--- config.mk ---
export PLATFORM = sky130hd
export DESIGN_NAME = td4_pmem_loader
export DESIGN_NICKNAME = d
export VERILOG_FILES = /design/src/rtl/td4_pkg.sv /design/src/rtl/td4_pmem_array.sv /design/src/rtl/td4_pmem_loader.sv
export SDC_FILE = /design/constraint.sdc
export NUM_CORES = 1
export LEC_CHECK = 0
export CORE_MARGIN = 2
export CORE_UTILIZATION = 55
export CTS_BUF_LIST = sky130_fd_sc_hd__clkbuf_16
export DETAILED_ROUTE_END_ITERATION = 16
export PLACE_DENSITY = 0.76
export REMOVE_ABC_BUFFERS = 1
export SYNTH_ARGS = -nofsm -noshare
export SYNTH_HDL_FRONTEND = slang
export SYNTH_SLANG_ARGS = --single-unit
--- constraint.sdc ---
create_clock -name CLK -period 1.8 [get_ports CLK]
set_input_delay 0.27 -clock CLK [delete_from_list [all_inputs] [get_ports CLK]]
set_output_delay 0.27 -clock CLK [all_outputs]
set_load 0.05 [all_outputs]
--- src/rtl/td4_pkg.sv ---
// td4_pkg: shared loader state encoding and TD4 program-memory constants.
package td4_pkg;
  localparam int TD4_BYTE_W = 8;
  localparam int TD4_NIBBLE_W = 4;
  localparam int TD4_MEM_DEPTH = 16;
  localparam logic [TD4_BYTE_W-1:0] TD4_OP_JMP0 = 8'hF0;
  typedef enum logic [1:0] {
    ST_IDLE = 2'd0,
    ST_SHIFT = 2'd1,
    ST_DONE = 2'd2,
    ST_WAIT_LOW = 2'd3
  } td4_state_e;
endpackage

--- src/rtl/td4_pmem_array.sv ---
// td4_pmem_array: 16x8 instruction store, async reset fill, one sync write port, one comb read port.
module td4_pmem_array
  import td4_pkg::*;
#(
  parameter logic [TD4_BYTE_W-1:0] RESET_FILL = 8'h00
) (
  input  logic                    CLK,
  input  logic                    RST_N,
  input  logic                    we,
  input  logic [TD4_NIBBLE_W-1:0] waddr,
  input  logic [TD4_BYTE_W-1:0]   wdata,
  input  logic [TD4_NIBBLE_W-1:0] raddr,
  output logic [TD4_BYTE_W-1:0]   rdata
);
  logic [TD4_BYTE_W-1:0] mem [TD4_MEM_DEPTH];
  always_ff @(posedge CLK or negedge RST_N) begin
    if (!RST_N) begin
      for (int i = 0; i < TD4_MEM_DEPTH; i++) mem[i] <= RESET_FILL;
    end else if (we) begin
      mem[waddr] <= wdata;
    end
  end
  assign rdata = mem[raddr];
endmodule

--- src/rtl/td4_pmem_loader.sv ---
// td4_pmem_loader: TD4 program memory with bit-serial run-time loader; serves JMP 0 while loading.
// Optional build macro TD4_PMEM_CHECKSUM_EN enables the CHECKSUM accumulator.
module td4_pmem_loader
  import td4_pkg::*;
#(
  parameter logic [TD4_BYTE_W-1:0] BUSY_OPCODE = TD4_OP_JMP0,
  parameter logic [TD4_BYTE_W-1:0] RESET_FILL = 8'h00
) (
  input  logic                    CLK,
  input  logic                    RST_N,
  input  logic [TD4_NIBBLE_W-1:0] MEM_ADDR,
  output logic [TD4_BYTE_W-1:0]   MEM_DATA,
  input  logic                    SER_FRAME,
  input  logic                    SER_VALID,
  input  logic                    SER_DIN,
  output logic                    LOAD_BUSY,
  output logic                    LOAD_DONE,
  output logic [4:0]              BYTE_COUNT,
  output logic [TD4_BYTE_W-1:0]   CHECKSUM
);
  td4_state_e state;
  logic [6:0] shift;
  logic [2:0] bit_cnt;
  logic [TD4_NIBBLE_W-1:0] wr_addr;
  logic [4:0] byte_cnt;
  logic we;
  logic start;
  logic [TD4_BYTE_W-1:0] wbyte;
  logic [TD4_BYTE_W-1:0] rdata;
  assign start = state == ST_IDLE && SER_FRAME;
  assign wbyte = {shift, SER_DIN};
  // a frame drop wins over a completing strobe, so the frame term gates the write
  assign we = state == ST_SHIFT && SER_FRAME && SER_VALID && bit_cnt == 3'd7;
  assign LOAD_BUSY = state == ST_SHIFT;
  assign LOAD_DONE = state == ST_DONE;
  assign BYTE_COUNT = byte_cnt;
  assign MEM_DATA = LOAD_BUSY ? BUSY_OPCODE : rdata;
  td4_pmem_array #(.RESET_FILL(RESET_FILL)) u_array (
    .CLK(CLK),
    .RST_N(RST_N),
    .we(we),
    .waddr(wr_addr),
    .wdata(wbyte),
    .raddr(MEM_ADDR),
    .rdata(rdata)
  );
  always_ff @(posedge CLK or negedge RST_N) begin
    if (!RST_N) begin
      state <= ST_IDLE;
      shift <= '0;
      bit_cnt <= '0;
      wr_addr <= '0;
      byte_cnt <= '0;
    end else begin
      unique case (state)
        ST_IDLE: if (SER_FRAME) begin
          state <= ST_SHIFT;
          bit_cnt <= '0;
          wr_addr <= '0;
          byte_cnt <= '0;
        end
        ST_SHIFT: if (!SER_FRAME) begin
          state <= ST_IDLE;
        end else if (SER_VALID) begin
          shift <= {shift[5:0], SER_DIN};
          bit_cnt <= bit_cnt + 3'd1;
          if (we) begin
            wr_addr <= wr_addr + 4'd1;
            byte_cnt <= byte_cnt + 5'd1;
            if (byte_cnt == 5'd15) state <= ST_DONE;
          end
        end
        ST_DONE: state <= ST_WAIT_LOW;
        ST_WAIT_LOW: if (!SER_FRAME) state <= ST_IDLE;
        default: state <= ST_IDLE;
      endcase
    end
  end
`ifdef TD4_PMEM_CHECKSUM_EN
  logic [TD4_BYTE_W-1:0] sum;
  always_ff @(posedge CLK or negedge RST_N) begin
    if (!RST_N) sum <= '0;
    else if (start) sum <= '0;
    else if (we) sum <= sum + wbyte;
  end
  assign CHECKSUM = sum;
`else
  assign CHECKSUM = 8'h00;
`endif
endmodule

==> results of run 1 <==
-- state kept, by name (all words and copies together) (netlist names), named ones only --
signal / count
wr_addr: 4
BYTE_COUNT: 5
state: 1
u_array.mem: 128
shift: 7
bit_cnt: 3
-- area by class of cell --
| class | instances | area [um^2] | area share, % |
|---|---|---|---|
| multi-input cells | 322 | 3400 | 38.1 |
| clock buffers | 17 | 425 | 4.77 |
| flip-flops and latches | 149 | 3730 | 41.8 |
| clock inverters | 10 | 97.6 | 1.09 |
| well taps | 172 | 215 | 2.41 |
| inverters | 8 | 31.3 | 0.351 |
| repair buffers | 89 | 1020 | 11.5 |
-- how the worst min path moves through the flow --
| stage | start | end |
|---|---|---|
| floorplan | RST_N | BYTE_COUNT[0] |
| global placement | RST_N | u_array.mem[62] |
| detailed placement | RST_N | u_array.mem[46] |
| CTS | RST_N | u_array.mem[37] |
| global route | RST_N | u_array.mem[38] |
| finish | RST_N | u_array.mem[46] |
-- worst max-delay path, cell delays in order, from the launching register on --
cell	delay, ns
dfrtp_1	0.39
mux4_2	0.51
a211oi_2	0.22
o21ai_2	0.13
buf_12	0.17
-- per-stage QoR --
| step | hold WS [ns] | instance area [um^2] | power, W | setup WS, ns | setup TNS (ns) |
|---|---|---|---|---|---|
| after floorplan | -0.0256 | 6920 | 0.00393 | -0.697 | -66.60 |
| after global placement | 0.232 | 7950 | 0.00438 | -0.654 | -28.20 |
| after detailed placement | 0.239 | 7950 | 0.00440 | -0.659 | -28.50 |
| after CTS | 0.376 | 8880 | 0.00764 | -0.312 | -15.52 |
| after global routing | 0.414 | 8920 | 0.00792 | -0.392 | -17.53 |
| final | 0.370 | 8920 | 0.00764 | -0.316 | -10.29 |
-- power by group --
group | switching (W) | leakage (nW) | internal, W
registers | 0.000370 | 2.07 | 0.00342
clock network | 0.00126 | 0.259 | 0.00196
logic | 0.000340 | 2.03 | 0.000289
-- layout by cell type (no fill, tap or decap), types with 3 or more instances in the layout --
| cell type | synthesis | routed |
|---|---|---|
| mux2i_1 | 22 | 19 |
| buf_6 | 0 | 11 |
| nand3_1 | 10 | 10 |
| mux2_2 | 150 | 145 |
| buf_12 | 0 | 18 |
| nor2_1 | 10 | 10 |
| a22o_1 | 4 | 4 |
| dfrtp_1 | 149 | 149 |
| nand2_1 | 16 | 13 |
| clkinv_1 | 1 | 3 |
| o311ai_1 | 0 | 3 |
| a211oi_2 | 0 | 4 |
| inv_1 | 7 | 9 |
| o21ai_0 | 18 | 6 |
| clkdlybuf4s50_1 | 0 | 3 |
| mux4_2 | 16 | 16 |
| o21ai_2 | 0 | 7 |
| a21oi_1 | 3 | 3 |
| nand3_4 | 0 | 12 |
| o22ai_1 | 11 | 9 |
| o21ai_1 | 0 | 5 |
| nand4_1 | 5 | 5 |
| clkbuf_16 | 0 | 17 |
| nand2b_1 | 4 | 3 |
| mux2_4 | 0 | 5 |
| buf_4 | 11 | 46 |
| ha_1 | 8 | 6 |
| conb_1 | 1 | 8 |
| dlygate4sd2_1 | 0 | 3 |
| mux2i_2 | 0 | 3 |
-- per-layer routing --
layer	up-vias	global-route usage, %	wire length [um]
met3	36	5.23	703
met2	135	43.7	8610
met1	2425	34.8	7340
met5	-	0	0
li1	2024	-	-
met4	0	10.5	449
-- repair_timing --
item / CTS / global route
hold buffers: 1 / 0
pin swaps: 14 / 4
endpoints found under the hold margin: 41 / 0
gates resized for setup: 78 / 10
buffers inserted: 8 / 1
gates cloned: 3 / 0
endpoints found under the setup margin: 137 / 144
-- cells by family after synthesis --
| kind of cell | count (synthesis) | share of synthesized area [%] |
|---|---|---|
| muxes | 188 | 32.0 |
| other | 1 | 0.0529 |
| adders and majority gates | 8 | 1.41 |
| DFF | 149 | 52.6 |
| AOI/OAI and AO/OA | 50 | 4.56 |
| buffers and inverters | 46 | 3.18 |
| and+or+nand+nor | 68 | 6.16 |
==> flow_metrics.py, run 1 <==
metrics = {
    "outcome": {
        "status": "finished with violations",
        "violations": "negative setup slack",
    },
    "yosys": {
        "synth-warning-count": 0,
        "synth_ff_type": "dfrtp_1",
        "netlist-cell-type-count": 35,
        "synth_common_cells": "mux2_2 (150), dfrtp_1 (149), mux2i_1 (22)",
        "synth.top_cell.area_share_pct": 52.6,
        "netlist_area_um2": 7090,
        "yosysTopAreaCell": "dfrtp_1",
        "ys_ff_latch": 149,
        "synth.area.top_cells": "dfrtp_1 (53%), mux2_2 (24%), mux4_2 (5.1%), mux2i_1 (3.1%), nand3_2 (1.7%)",
        "avgSynthCellArea_um2": 13.9,
        "syn_inst": 510,
        "synth_most_common_cell": "mux2_2",
        "synth-seq-area-share_pct": 52.6,
        "synth-async-reset-ratio_pct": 100,
        "synth_edf_count": 0,
    },
    "critical_path": {
        "required_ns": 1.53,
        "arrival_ns": 1.85,
        "startpoint": "u_array.mem[103]",
        "rr_worst_depth": 9,
        "r2r_end": "u_array.mem[24]",
        "cp-endpoint": "MEM_DATA[7]",
        "worst_setup_path_end_kind": "output pin",
        "critical_path_class": "register to output pin",
        "worst_setup_path_start_kind": "register",
        "reg2reg_setup_slack_ns": -0.17,
        "r2r_start": "bit_cnt[0]",
        "cp_max_fo": 2,
    },
    "detailed_routing": {
        "drtIter0Drc": 294,
        "drc": 0,
        "ant_nets": 0,
        "totalWireLength_mm": 17.1,
        "viasPerCell": 6.02,
        "num_vias": 4620,
        "wl_per_cell_um": 22.3,
        "drt-pass1-iter-count": 4,
    },
    "place": {
        "dp_cells": 730,
        "port_buffers": 23,
        "place_hpwl_mm": 10.8,
        "gp_congestion": 1.00,
    },
    "global_route": {
        "grt_max_degree": 46,
        "grt_pass1_vias": 5009,
        "overflow": 0,
        "grt_pass1_wl_mm": 28.1,
        "antenna_found_initial": 0,
        "grt_usage_pct": 26.5,
    },
    "die": {
        "die_y_um": 118,
        "design.core.area_um2": 12600,
        "ios": 32,
        "die_w_um": 118,
        "fp.dieArea_um2": 13800,
        "start_util_pct": 56.2,
        "num_rows": 41,
    },
    "flow_run": {
        "maxCapViolCount": 0,
    },
    "power_and_ir_drop": {
        "peakVddDrop_mv": 0.547,
        "leakage_nw": 4.35,
        "power.density_nw_per_um2": 857,
    },
    "timing": {
        "finalClockSkew_ns": 0.00780,
        "max_freq_mhz": 473,
        "max_slew_margin_pct": 49.2,
        "finalHoldViolCount": 0,
        "worst_slack_ns": -0.316,
        "tightest_slew_ns": 0.759,
        "final_max_slew_viol_count": 0,
        "fin_crit_ns": 2.12,
        "finalSetupViolCount": 118,
        "period_share_pct": 118,
        "rsz0062_at_grt": "yes",
    },
    "cts": {
        "cts.sinks": 149,
        "clock_latency_ns": 0.42,
        "cts_buffer_depth": 2,
        "numCtsBuffers": 17,
        "clk_pin_slew_ns": 0.05,
        "cts_root_buffer": "clkbuf_16",
        "cts_tree": "built",
        "htreeDepth": 4,
    },
    "layout": {
        "layout.cells.non_filler": 767,
        "areaGrowthSynthToFinish_pct": 25.9,
        "final_core_util_pct": 70.7,
        "drive_gt1_share_pct": 52.8,
        "diodes": 0,
        "fillers": 806,
        "final_net_count": 604,
    },
    "hold_path": {
        "worst_hold_path_type": "input pin to asynchronous set/reset pin",
    },
}
(Power assumes the default switching activity.)
==> inputs of run 2 (changes only) <==
--- a/config.mk
+++ b/config.mk
@@ -5,10 +5,12 @@
 export SDC_FILE = /design/constraint.sdc
 export NUM_CORES = 1
 export LEC_CHECK = 0
+export CAP_MARGIN = 20
 export CORE_MARGIN = 2
 export CORE_UTILIZATION = 55
 export CTS_BUF_LIST = sky130_fd_sc_hd__clkbuf_16
 export DETAILED_ROUTE_END_ITERATION = 16
+export HOLD_SLACK_MARGIN = 0.08
 export PLACE_DENSITY = 0.76
 export REMOVE_ABC_BUFFERS = 1
 export SYNTH_ARGS = -nofsm -noshare
==> results of run 2 <==
Final layout, timing and power as in run 1 (identical DEF).
==> inputs of run 3 (changes only) <==
--- a/config.mk
+++ b/config.mk
@@ -9,6 +9,7 @@
 export CORE_MARGIN = 2
 export CORE_UTILIZATION = 55
 export CTS_BUF_LIST = sky130_fd_sc_hd__clkbuf_16
+export CTS_CLUSTER_SIZE = 30
 export DETAILED_ROUTE_END_ITERATION = 16
 export HOLD_SLACK_MARGIN = 0.08
 export PLACE_DENSITY = 0.76
==> results of run 3 <==
Final layout, timing and power as in run 1 (identical DEF).
